File: config.mk
export PLATFORM = sky130hd
export DESIGN_NAME = axis_sync_fifo_lvl
export DESIGN_NICKNAME = d
export VERILOG_FILES = /design/src/rtl/axis_sync_fifo_lvl.sv
export SDC_FILE = /design/constraint.sdc
export NUM_CORES = 1
export LEC_CHECK = 0
export BUFFER_PORTS_ARGS = -buffer_cell sky130_fd_sc_hd__buf_2
export CORE_MARGIN = 8
export CORE_UTILIZATION = 55
export CTS_BUF_LIST = sky130_fd_sc_hd__clkbuf_8
export DETAILED_ROUTE_END_ITERATION = 6
export PLACE_DENSITY = 0.74
export SYNTH_ARGS = -nofsm -noshare
export SYNTH_HDL_FRONTEND = slang
export SYNTH_SLANG_ARGS = --single-unit
File: constraint.sdc
create_clock -name axis_clk -period 6.85 [get_ports axis_clk]
set_input_delay 1.7125 -clock axis_clk [delete_from_list [all_inputs] [get_ports axis_clk]]
set_output_delay 1.7125 -clock axis_clk [all_outputs]
set_load 0.005 [all_outputs]
File: src/rtl/axis_sync_fifo_lvl.sv
// axis_sync_fifo_lvl: synchronous AXI-Stream FIFO with fill-level reporting,
// runtime almost-full/almost-empty thresholds and a synchronous flush.
// The storage is a RAM array followed by a registered output stage. fill_level
// counts both, so the FIFO holds up to 2**mem_width words in total.
// Optional feature: define AXIS_FIFO_DROP_EN to keep s_axis_tready high and
// discard (and count) writes that arrive while the FIFO is full.
module axis_sync_fifo_lvl #(
    parameter int mem_width = 4,
    parameter int bus_width = 16
) (
    input  logic                 axis_clk,
    input  logic                 rst,
    input  logic                 flush,
    input  logic                 s_axis_tvalid,
    output logic                 s_axis_tready,
    input  logic [bus_width-1:0] s_axis_tdata,
    output logic                 m_axis_tvalid,
    input  logic                 m_axis_tready,
    output logic [bus_width-1:0] m_axis_tdata,
    input  logic [mem_width:0]   af_thresh,
    input  logic [mem_width:0]   ae_thresh,
    output logic [mem_width:0]   fill_level,
    output logic                 almost_full,
    output logic                 almost_empty,
    output logic [15:0]          drop_count
);

    localparam int DEPTH = 2 ** mem_width;
    localparam logic [mem_width:0] DEPTH_L = (mem_width + 1)'(DEPTH);
    localparam logic [mem_width:0] ONE_L   = (mem_width + 1)'(1);

    logic [bus_width-1:0] mem_q [DEPTH];

    logic [mem_width-1:0] wr_ptr_q, wr_ptr_d;
    logic [mem_width-1:0] rd_ptr_q, rd_ptr_d;
    logic [mem_width:0]   fill_q, fill_d;
    logic [mem_width:0]   ram_cnt;
    logic                 out_valid_q, out_valid_d;
    logic [bus_width-1:0] out_data_q;
    logic                 rdy_q;
    logic                 af_q, af_d;
    logic                 ae_q, ae_d;
    logic                 full;
    logic                 wr_en;
    logic                 rd_en;
    logic                 load_out;

    // Full is judged from registered state only, so tready never depends on m_axis_tready.
    assign full  = (fill_q == DEPTH_L);
    // A flush cancels any write or read offered in the same cycle.
    assign wr_en = s_axis_tvalid & rdy_q & ~full & ~flush;
    assign rd_en = out_valid_q & m_axis_tready & ~flush;

    // Words sitting in RAM, i.e. not yet moved into the output register.
    assign ram_cnt  = fill_q - {{mem_width{1'b0}}, out_valid_q};
    // Refill the output stage when it is empty or being consumed and RAM has data.
    assign load_out = (~out_valid_q | rd_en) & (ram_cnt != '0) & ~flush;

`ifdef AXIS_FIFO_DROP_EN
    logic        drop_en;
    logic [15:0] drop_q, drop_d;

    assign s_axis_tready = rdy_q;
    assign drop_en       = s_axis_tvalid & rdy_q & full & ~flush;
    assign drop_count    = drop_q;

    // Saturating count of writes discarded because the FIFO was full.
    always_comb begin
        drop_d = drop_q;
        if (drop_en && drop_q != 16'hFFFF) begin
            drop_d = drop_q + 16'd1;
        end
    end

    // Drop counter register; only reset clears it, flush leaves it alone.
    always_ff @(posedge axis_clk or negedge rst) begin
        if (!rst) begin
            drop_q <= 16'd0;
        end else begin
            drop_q <= drop_d;
        end
    end
`else
    assign s_axis_tready = rdy_q & ~full;
    assign drop_count    = 16'd0;
`endif

    // Next-state for pointers, occupancy, output-valid and threshold flags.
    always_comb begin
        wr_ptr_d    = wr_ptr_q + mem_width'(wr_en);
        rd_ptr_d    = rd_ptr_q + mem_width'(load_out);
        out_valid_d = out_valid_q;
        fill_d      = fill_q;

        if (flush) begin
            wr_ptr_d    = '0;
            rd_ptr_d    = '0;
            out_valid_d = 1'b0;
            fill_d      = '0;
        end else begin
            if (load_out) begin
                out_valid_d = 1'b1;
            end else if (rd_en) begin
                out_valid_d = 1'b0;
            end

            unique case ({wr_en, rd_en})
                2'b10:   fill_d = fill_q + ONE_L;
                2'b01:   fill_d = fill_q - ONE_L;
                default: fill_d = fill_q;
            endcase
        end

        af_d = (fill_d >= af_thresh);
        ae_d = (fill_d <= ae_thresh);
    end

    // RAM write port; contents are deliberately not reset.
    always_ff @(posedge axis_clk) begin
        if (wr_en) begin
            mem_q[wr_ptr_q] <= s_axis_tdata;
        end
    end

    // Control state, registered RAM read into the output stage, and flags.
    always_ff @(posedge axis_clk or negedge rst) begin
        if (!rst) begin
            wr_ptr_q    <= '0;
            rd_ptr_q    <= '0;
            fill_q      <= '0;
            out_valid_q <= 1'b0;
            out_data_q  <= '0;
            rdy_q       <= 1'b0;
            af_q        <= 1'b0;
            ae_q        <= 1'b1;
        end else begin
            wr_ptr_q    <= wr_ptr_d;
            rd_ptr_q    <= rd_ptr_d;
            fill_q      <= fill_d;
            out_valid_q <= out_valid_d;
            rdy_q       <= 1'b1;
            af_q        <= af_d;
            ae_q        <= ae_d;
            if (load_out) begin
                out_data_q <= mem_q[rd_ptr_q];
            end
        end
    end

    assign m_axis_tvalid = out_valid_q;
    assign m_axis_tdata  = out_data_q;
    assign fill_level    = fill_q;
    assign almost_full   = af_q;
    assign almost_empty  = ae_q;

endmodule
==> metrics.log, run 1 <==
INFO  metric result_of_the_run = completed
INFO  metric antenna_violating_nets_post_route = 0
INFO  metric grt_antenna_before_repair = 1
INFO  metric num_vias = 5964
INFO  metric io_buffers = 55
INFO  metric report.final.hold_viol_count = 0
INFO  metric drt_pass1_iterations = 7
INFO  metric cts-root-to-sink-buffers = 3
INFO  metric syn_inst = 589
INFO  metric core_area = 0.0209 sq mm
INFO  metric crit_fanout = 17
INFO  metric clock_skew = 0.0245 ns
INFO  metric start_util = 55.7%
INFO  metric std_cell_rows = 53
INFO  metric maxCapViolCount = 0
INFO  metric cts_tree = done
INFO  metric synth_enable_flop_cells = 256
INFO  metric grt_setup_unrepaired = false
INFO  metric timing.final.crit_share = 61.1%
INFO  metric drive_above_1_share = 30.6%
INFO  metric grt_residual_overflow = 0
INFO  metric async_reset_ff_share = 11.4%
INFO  metric hold_buffers_post_cts = 0
INFO  metric post_drt_wl_per_cell = roughly 25 um
INFO  metric commonest_cells_in_the_netlist = 256 x sky130_fd_sc_hd__edfxtp_1, 48 x sky130_fd_sc_hd__mux4_2, 33 x sky130_fd_sc_hd__o22ai_1
INFO  metric slew_viol_final = 0
INFO  metric crit_end = almost_empty
INFO  metric setup.worst_path.start_class = primary input
INFO  metric timing.fmax = about 240 MHz
INFO  metric synth_flop_cell = sky130_fd_sc_hd__edfxtp_1
INFO  metric gp_congestion = 0.804
INFO  metric power = 3940 uW
INFO  metric setup_viol = 0
INFO  metric count_of_instances_resized_after_the_clock_tree_is_built = 0
INFO  metric drt_iter0_markers = 594
INFO  metric area_growth = 12.1%
INFO  metric reg2reg_to = almost_empty
INFO  metric ys_ff_latch = 289
INFO  metric n_fill_cell = 1414
INFO  metric timing.slew.headroom = 34.0%
INFO  metric min-delay-path-class = reg -> reg
INFO  metric die_w = 161 um
INFO  metric synth_area = 0.0116 sq mm
INFO  metric cts-buffers-inserted = between 40 and 50
INFO  metric postPlaceCellArea = 0.0122 sq mm
INFO  metric postSynthAreaPerCell = 19.8 sq um
INFO  metric criticalPathCategory = in -> reg
INFO  metric cts_sink_count = roughly 290
INFO  metric design.die.area = 0.0261 sq mm
INFO  metric die_h = 161 um
INFO  metric layout.cell_area.non_filler = 0.0130 sq mm
INFO  metric vdd_ir_drop_max = 0.234 mV
INFO  metric final.min_clock_period = ~4.2 ns
INFO  metric cts_max_level = 2
INFO  metric critical_path_required = 7.31 ns
INFO  metric worstPathArrival = 4.64 ns
INFO  metric cts_setup_buffers = 0
INFO  metric timing.reg2reg.setup_slack = 3.20 ns
INFO  metric area_contributors_post_synth = sky130_fd_sc_hd__edfxtp_1 66%, sky130_fd_sc_hd__mux4_2 9.3%, sky130_fd_sc_hd__dfrtp_1 6.9%, sky130_fd_sc_hd__mux4_1 3.6%, sky130_fd_sc_hd__ha_1 1.9%
INFO  metric timing_worst_slew_pin_value = 0.990 ns
INFO  metric final_core_occ = 62.4%
INFO  metric yosys.area.top_type = sky130_fd_sc_hd__edfxtp_1
INFO  metric drt_drc_violations_left = 0
INFO  metric layout.nets = 727
INFO  metric yosysUniqueCellTypes = 47
INFO  metric setup_total_negative_slack = 0 ns
INFO  metric regToRegStartpoint = fill_level[1]
INFO  metric synthesis.yosys.warnings = 0
INFO  metric ios = between 70 and 80
INFO  metric first_global_vias = approximately 6.2k
INFO  metric endpoint_kind = flop
INFO  metric dp.final_hpwl = 14.1 mm
INFO  metric leakage = 0.00455 uW
INFO  metric worst-r2r-cell-count = 15
INFO  metric clock_tree.root_cell = sky130_fd_sc_hd__clkbuf_8
INFO  metric gr-usage-all-layers = 19.2%
INFO  metric routed_via_density = ~6
INFO  metric netlist.area_leader.share = 66.1%
INFO  metric clk_transition_reported_paths = 0.06 ns
INFO  metric drt-total-wl = 24.6 mm
INFO  metric timing.critical_path.from = flush
INFO  metric grt_pass1_wl = between 30 and 40 mm
INFO  metric post-synth-top-count-cell = sky130_fd_sc_hd__edfxtp_1
INFO  metric grt_start_max_net_pins = 67
INFO  metric n_antenna_cell = 0
INFO  metric synth-seq-area-share = 73.2%
INFO  metric p_per_area = just over 300 mW/mm^2
INFO  metric clock_latency = around 0.56 ns
layer usage:
metal	wire length, um	track usage [%]
met4	641	6.61
met3	2510	5.29
met2	11200	29.0
met1	10200	26.6
met5	13	0
placed cells by master (no fill, tap or decap), drive strengths merged, types with 2 or more instances in the layout:
cell type  netlist  routed
o21ai            3       3
dfrtp           32      32
nor4b            2       2
inv             12      35
nor2            21      21
ha              18      18
buf             35      75
o22ai           33      33
or2              2       2
clkinv           0      13
mux4            64      64
nor2b            7       7
a22oi            2       2
o21a             2       2
nor3             5       5
xor2             4       4
nand3            3       3
xnor2            5       5
nand2b           6       6
clkbuf          13      48
mux2            16      16
nand3b           3       3
or3              2       2
edfxtp         256     256
a21oi           21      21
nand2            6       6
a21o             2       2
conb             2      17
sequential cells by signal, summed over array words and instances (netlist names):
register	cells
rd_ptr_q	4
fill_level	5
m_axis_tdata	16
mem_q	256
m_axis_tvalid	1
wr_ptr_q	4
rdy_q	1
almost_empty	1
almost_full	1
power by group:
group,switching (uW),leakage (uW),internal (uW)
Combinational,271,0.00134,317
Sequential,87.1,0.00270,1980
Clock,637,0.000504,653
Total,994,0.00455,2950
stage by stage:
stage                     setup slack (ns)  std cells  hold slack, ns
after floorplan                       2.35        604           0.549
after global placement                2.31        906           0.568
after detailed placement              2.15        906           0.568
after CTS                             2.70        990           0.583
after global routing                  2.45        990           0.636
final                                 2.67        990           0.580
worst min-delay path by stage:
| stage | depth (start not counted) | to | start | slack (ns) |
|---|---|---|---|---|
| finish | 2 | m_axis_tdata[5] | m_axis_tdata[5] | 0.58 |
| global route | 2 | m_axis_tdata[6] | m_axis_tdata[6] | 0.64 |
| CTS | 2 | m_axis_tdata[5] | m_axis_tdata[5] | 0.58 |
| detailed placement | 2 | m_axis_tdata[5] | m_axis_tdata[5] | 0.57 |
| global placement | 2 | m_axis_tdata[6] | m_axis_tdata[6] | 0.57 |
| floorplan | 2 | rd_ptr_q[3] | rd_ptr_q[3] | 0.55 |
critical path, cell delays in order:
cell and delay, ns:
sky130_fd_sc_hd__buf_2 0.21, sky130_fd_sc_hd__nor3b_1 0.35, sky130_fd_sc_hd__ha_1 0.42, sky130_fd_sc_hd__xor2_1 0.18, sky130_fd_sc_hd__ha_1 0.23, sky130_fd_sc_hd__a21oi_1 0.07
sky130_fd_sc_hd__xor2_1 0.16, sky130_fd_sc_hd__or3_1 0.31, sky130_fd_sc_hd__a21oi_1 0.27, sky130_fd_sc_hd__ha_1 0.31, sky130_fd_sc_hd__o21a_1 0.12, sky130_fd_sc_hd__o21ai_0 0.15
sky130_fd_sc_hd__nand2_1 0.07, sky130_fd_sc_hd__o211ai_1 0.09
cell type report:
type	instances	area, sq um	share of cell area (%)
inverters	12	45.0	0.345
clock inverters	36	156	1.20
flip-flops and latches	289	8520	65.3
well taps	275	344	2.64
clock buffers	48	661	5.07
repair buffers	75	425	3.26
multi-input cells	255	2890	22.1
logic make-up after synthesis:
family | share of synthesized area (%)
AOI/OAI and AO/OA | 3.78
xor gates and xnor gates | 0.677
adders and majority gates | 1.94
buffers and inverters | 2.92
DFF | 73.2
muxes | 14.5
other | 0.0645
and+or+nand+nor | 2.90
Power figures use the tool's default switching activity.
==> run 2: changes to the inputs <==
--- a/config.mk
+++ b/config.mk
@@ -10,7 +10,7 @@
 export CORE_UTILIZATION = 55
 export CTS_BUF_LIST = sky130_fd_sc_hd__clkbuf_8
 export DETAILED_ROUTE_END_ITERATION = 6
-export PLACE_DENSITY = 0.74
+export PLACE_DENSITY = 0.77
 export SYNTH_ARGS = -nofsm -noshare
 export SYNTH_HDL_FRONTEND = slang
 export SYNTH_SLANG_ARGS = --single-unit
==> constraint.sdc (replaced) <==
create_clock -name axis_clk -period 3.8 [get_ports axis_clk]
set_input_delay 0.95 -clock axis_clk [delete_from_list [all_inputs] [get_ports axis_clk]]
set_output_delay 0.95 -clock axis_clk [all_outputs]
set_load 0.005 [all_outputs]
==> run 2 against run 1 <==
Net effect:
- critical path depth unchanged
- worst setup slack got worse by 2.2 ns
- global-route usage down 0.40 points
- routed wire length shrank 0.84%
==> metrics.log, run 2 (synthesis gave the netlist of run 1 again) <==
INFO  metric result_of_the_run = completed
INFO  metric dp.final_hpwl = 15.1 mm (+7.0%)
INFO  metric ios = 72 (unchanged)
INFO  metric drt-total-wl = 24.4 mm (-0.84%)
INFO  metric p_per_area = 554 mW/mm^2 (+83%)
INFO  metric slew_viol_final = 0 (unchanged)
INFO  metric timing.reg2reg.setup_slack = 0.44 ns (-2.76 ns)
INFO  metric hold_buffers_post_cts = 0 (unchanged)
INFO  metric critical_path_required = 4.19 ns (-3.12 ns)
INFO  metric setup.worst_path.start_class = flop
INFO  metric mostFrequentLayoutCells = 256 x sky130_fd_sc_hd__edfxtp_1, 55 x sky130_fd_sc_hd__buf_2, 48 x sky130_fd_sc_hd__mux4_2, 48 x sky130_fd_sc_hd__clkbuf_8, 34 x sky130_fd_sc_hd__buf_4
INFO  metric largest_register_ffs = 256 (unchanged)
INFO  metric cts-root-to-sink-buffers = 3 (unchanged)
INFO  metric timing.slew.headroom = 40.1% (+6.1 points)
INFO  metric clock_latency = 0.54 ns (-0.02 ns)
INFO  metric min-delay-path-class = in -> async
INFO  metric grt_start_max_net_pins = 67 (unchanged)
INFO  metric timing.fmax = 297 MHz
INFO  metric setup_viol = 0 (unchanged)
INFO  metric drive_above_1_share = 32.1% (+1.5 points)
INFO  metric timing_worst_slew_pin_value = 0.898 ns (-0.0920 ns)
INFO  metric cts_tree = done
INFO  metric io_buffers = 55 (unchanged)
INFO  metric layout.cell_area.non_filler = 0.0132 sq mm (+1.6%)
INFO  metric final-seq-area = 0.00852 sq mm (unchanged)
INFO  metric criticalPathCategory = reg -> reg
INFO  metric n_antenna_cell = 0 (unchanged)
INFO  metric layout_commonest_cell = sky130_fd_sc_hd__edfxtp_1
INFO  metric antenna_violating_nets_post_route = 0 (unchanged)
INFO  metric grt_pass1_wl = 36.8 mm (-1.6%)
INFO  metric crit_slowest_cell = sky130_fd_sc_hd__dfrtp_1
INFO  metric setup_total_negative_slack = 0 ns (unchanged)
INFO  metric leakage = 0.00465 uW (+2.2%)
INFO  metric core_area = 0.0209 sq mm (unchanged)
INFO  metric clock_skew = 0.0215 ns (-0.00299 ns)
INFO  metric post_drt_wl_per_cell = 24.3 um (-2.4%)
INFO  metric grt_antenna_before_repair = 1 (unchanged)
INFO  metric worstPathArrival = 3.76 ns (-0.88 ns)
INFO  metric clk_transition_reported_paths = 0.07 ns (about the same)
INFO  metric cts_max_level = 2 (unchanged)
INFO  metric regToRegStartpoint = fill_level[1]
INFO  metric multi_input_area = 0.00288 sq mm (-0.35%)
INFO  metric grt_residual_overflow = 0 (unchanged)
INFO  metric report.final.hold_viol_count = 0 (unchanged)
INFO  metric top_register = mem_q
INFO  metric vdd_ir_drop_max = 0.351 mV (+50%)
INFO  metric reg2reg_to = almost_full
INFO  metric n_fill_cell = 1424 (+0.71%)
INFO  metric die_h = 161 um (unchanged)
INFO  metric critPathTopFamily = simple AND/OR/NAND/NOR gates
INFO  metric worst_path_largest_cell_delay = 0.51 ns (+0.09 ns)
INFO  metric timing.final.crit_share = between 80% and 90%
INFO  metric clock_tree.root_cell = sky130_fd_sc_hd__clkbuf_8
INFO  metric cts-buffers-inserted = 45 (unchanged)
INFO  metric cts_setup_buffers = 0 (unchanged)
INFO  metric gp_congestion = 0.818 (+1.7%)
INFO  metric postPlaceCellArea = 0.0124 sq mm (+1.1%)
INFO  metric area_growth = 13.8%
INFO  metric endpoint_kind = flop
INFO  metric maxCapViolCount = 0 (unchanged)
INFO  metric gr-usage-all-layers = 18.8% (-0.40 points)
INFO  metric power = 7340 uW (+86%)
INFO  metric count_of_instances_resized_after_the_clock_tree_is_built = 0 (unchanged)
INFO  metric cts_sink_count = 289 (unchanged)
INFO  metric die_w = 161 um (unchanged)
INFO  metric design.die.area = 0.0261 sq mm (unchanged)
INFO  metric drt_pass1_iterations = 5 (-2)
INFO  metric drt_drc_violations_left = 0 (unchanged)
INFO  metric layout.nets = 743 (+2.2%)
INFO  metric num_vias = 5995 (+0.52%)
INFO  metric std_cell_rows = 53 (unchanged)
INFO  metric routed_via_density = 5.96 (-1.1%)
INFO  metric first_global_vias = 6239 (+0.58%)
INFO  metric worst-r2r-cell-count = 14 (-1)
INFO  metric cp_cell_sequence = nor4_1 -> a21boi_1 -> nand3b_1 -> ha_1 -> xor2_1 -> ha_1 -> a21oi_1 -> xor2_1 -> or3_1 -> a21oi_1 -> ha_1 -> nor2b_1 -> o21ai_0 -> a21oi_1
INFO  metric cp_num_buf_inv = 0 (-1)
INFO  metric drt_iter0_markers = 653 (+9.9%)
INFO  metric start_util = 55.7% (unchanged)
INFO  metric crit_fanout = 9 (-8)
INFO  metric final.min_clock_period = 3.36 ns
INFO  metric grt_setup_unrepaired = false
run 2: cell count changes in the layout (fill, tap and decap cells not counted), sizes merged:
cell,delta
clkinv,+4
buf,+16
bufinv,+3
clkinvlp,+1
inv,-8
run 2: worst register-to-register path: cells and delay by family, from the launching register on:
kind | cells | cell delay [ns]
xor+xnor | 2 | 0.33
compound gates | 5 | 0.74
flops | 1 | 0.51
fa+ha+maj | 3 | 0.74
simple gates | 4 | 0.91
run 2: how the worst max path moves through the flow:
stage                       start            to  slack, ns  cells after the start
finish              fill_level[1]   almost_full       0.44                     14
global route        fill_level[1]   almost_full       0.01                     14
CTS                 fill_level[1]  almost_empty       0.43                     15
detailed placement  m_axis_tready   almost_full       0.12                     14
global placement    m_axis_tready  almost_empty       0.27                     15
floorplan                   flush  almost_empty       0.06                     16
run 2: cell type report:
class	instances	area share, %
clock buffers	48	4.99
clock inverters	36	1.73
inverters	12	0.340
multi-input cells	255	21.7
flip-flops and latches	289	64.3
well taps	275	2.60
repair buffers	91	4.31
run 2: layer usage:
metal  share of wire (%)  global-route usage [%]  routed length, um
met1                  41                    25.2              10100
met2                  47                    29.5              11600
met4                 2.0                    5.77                480
met5               0.053                       0                 13
met3                 9.1                    5.42               2220
run 2: power by group:
part / internal [uW] / switching, uW / leakage (uW) / total, uW
clock network: 1380 / 1160 / 0.000515 / 2540
registers: 3570 / 149 / 0.00270 / 3720
logic: 590 / 496 / 0.00143 / 1090
run 2: per-stage QoR:
stage | instances | worst slack (ns) | utilization [%] | hold slack [ns]
finish | 1006 | 0.435 | 63.4 | 0.535
detailed placement | 922 | 0.119 | 59.2 | 0.566
global placement | 922 | 0.275 | 59.2 | 0.570
CTS | 1006 | 0.425 | 63.4 | 0.515
floorplan | 604 | 0.0617 | - | 0.549
global route | 1006 | 0.0118 | 63.4 | 0.555
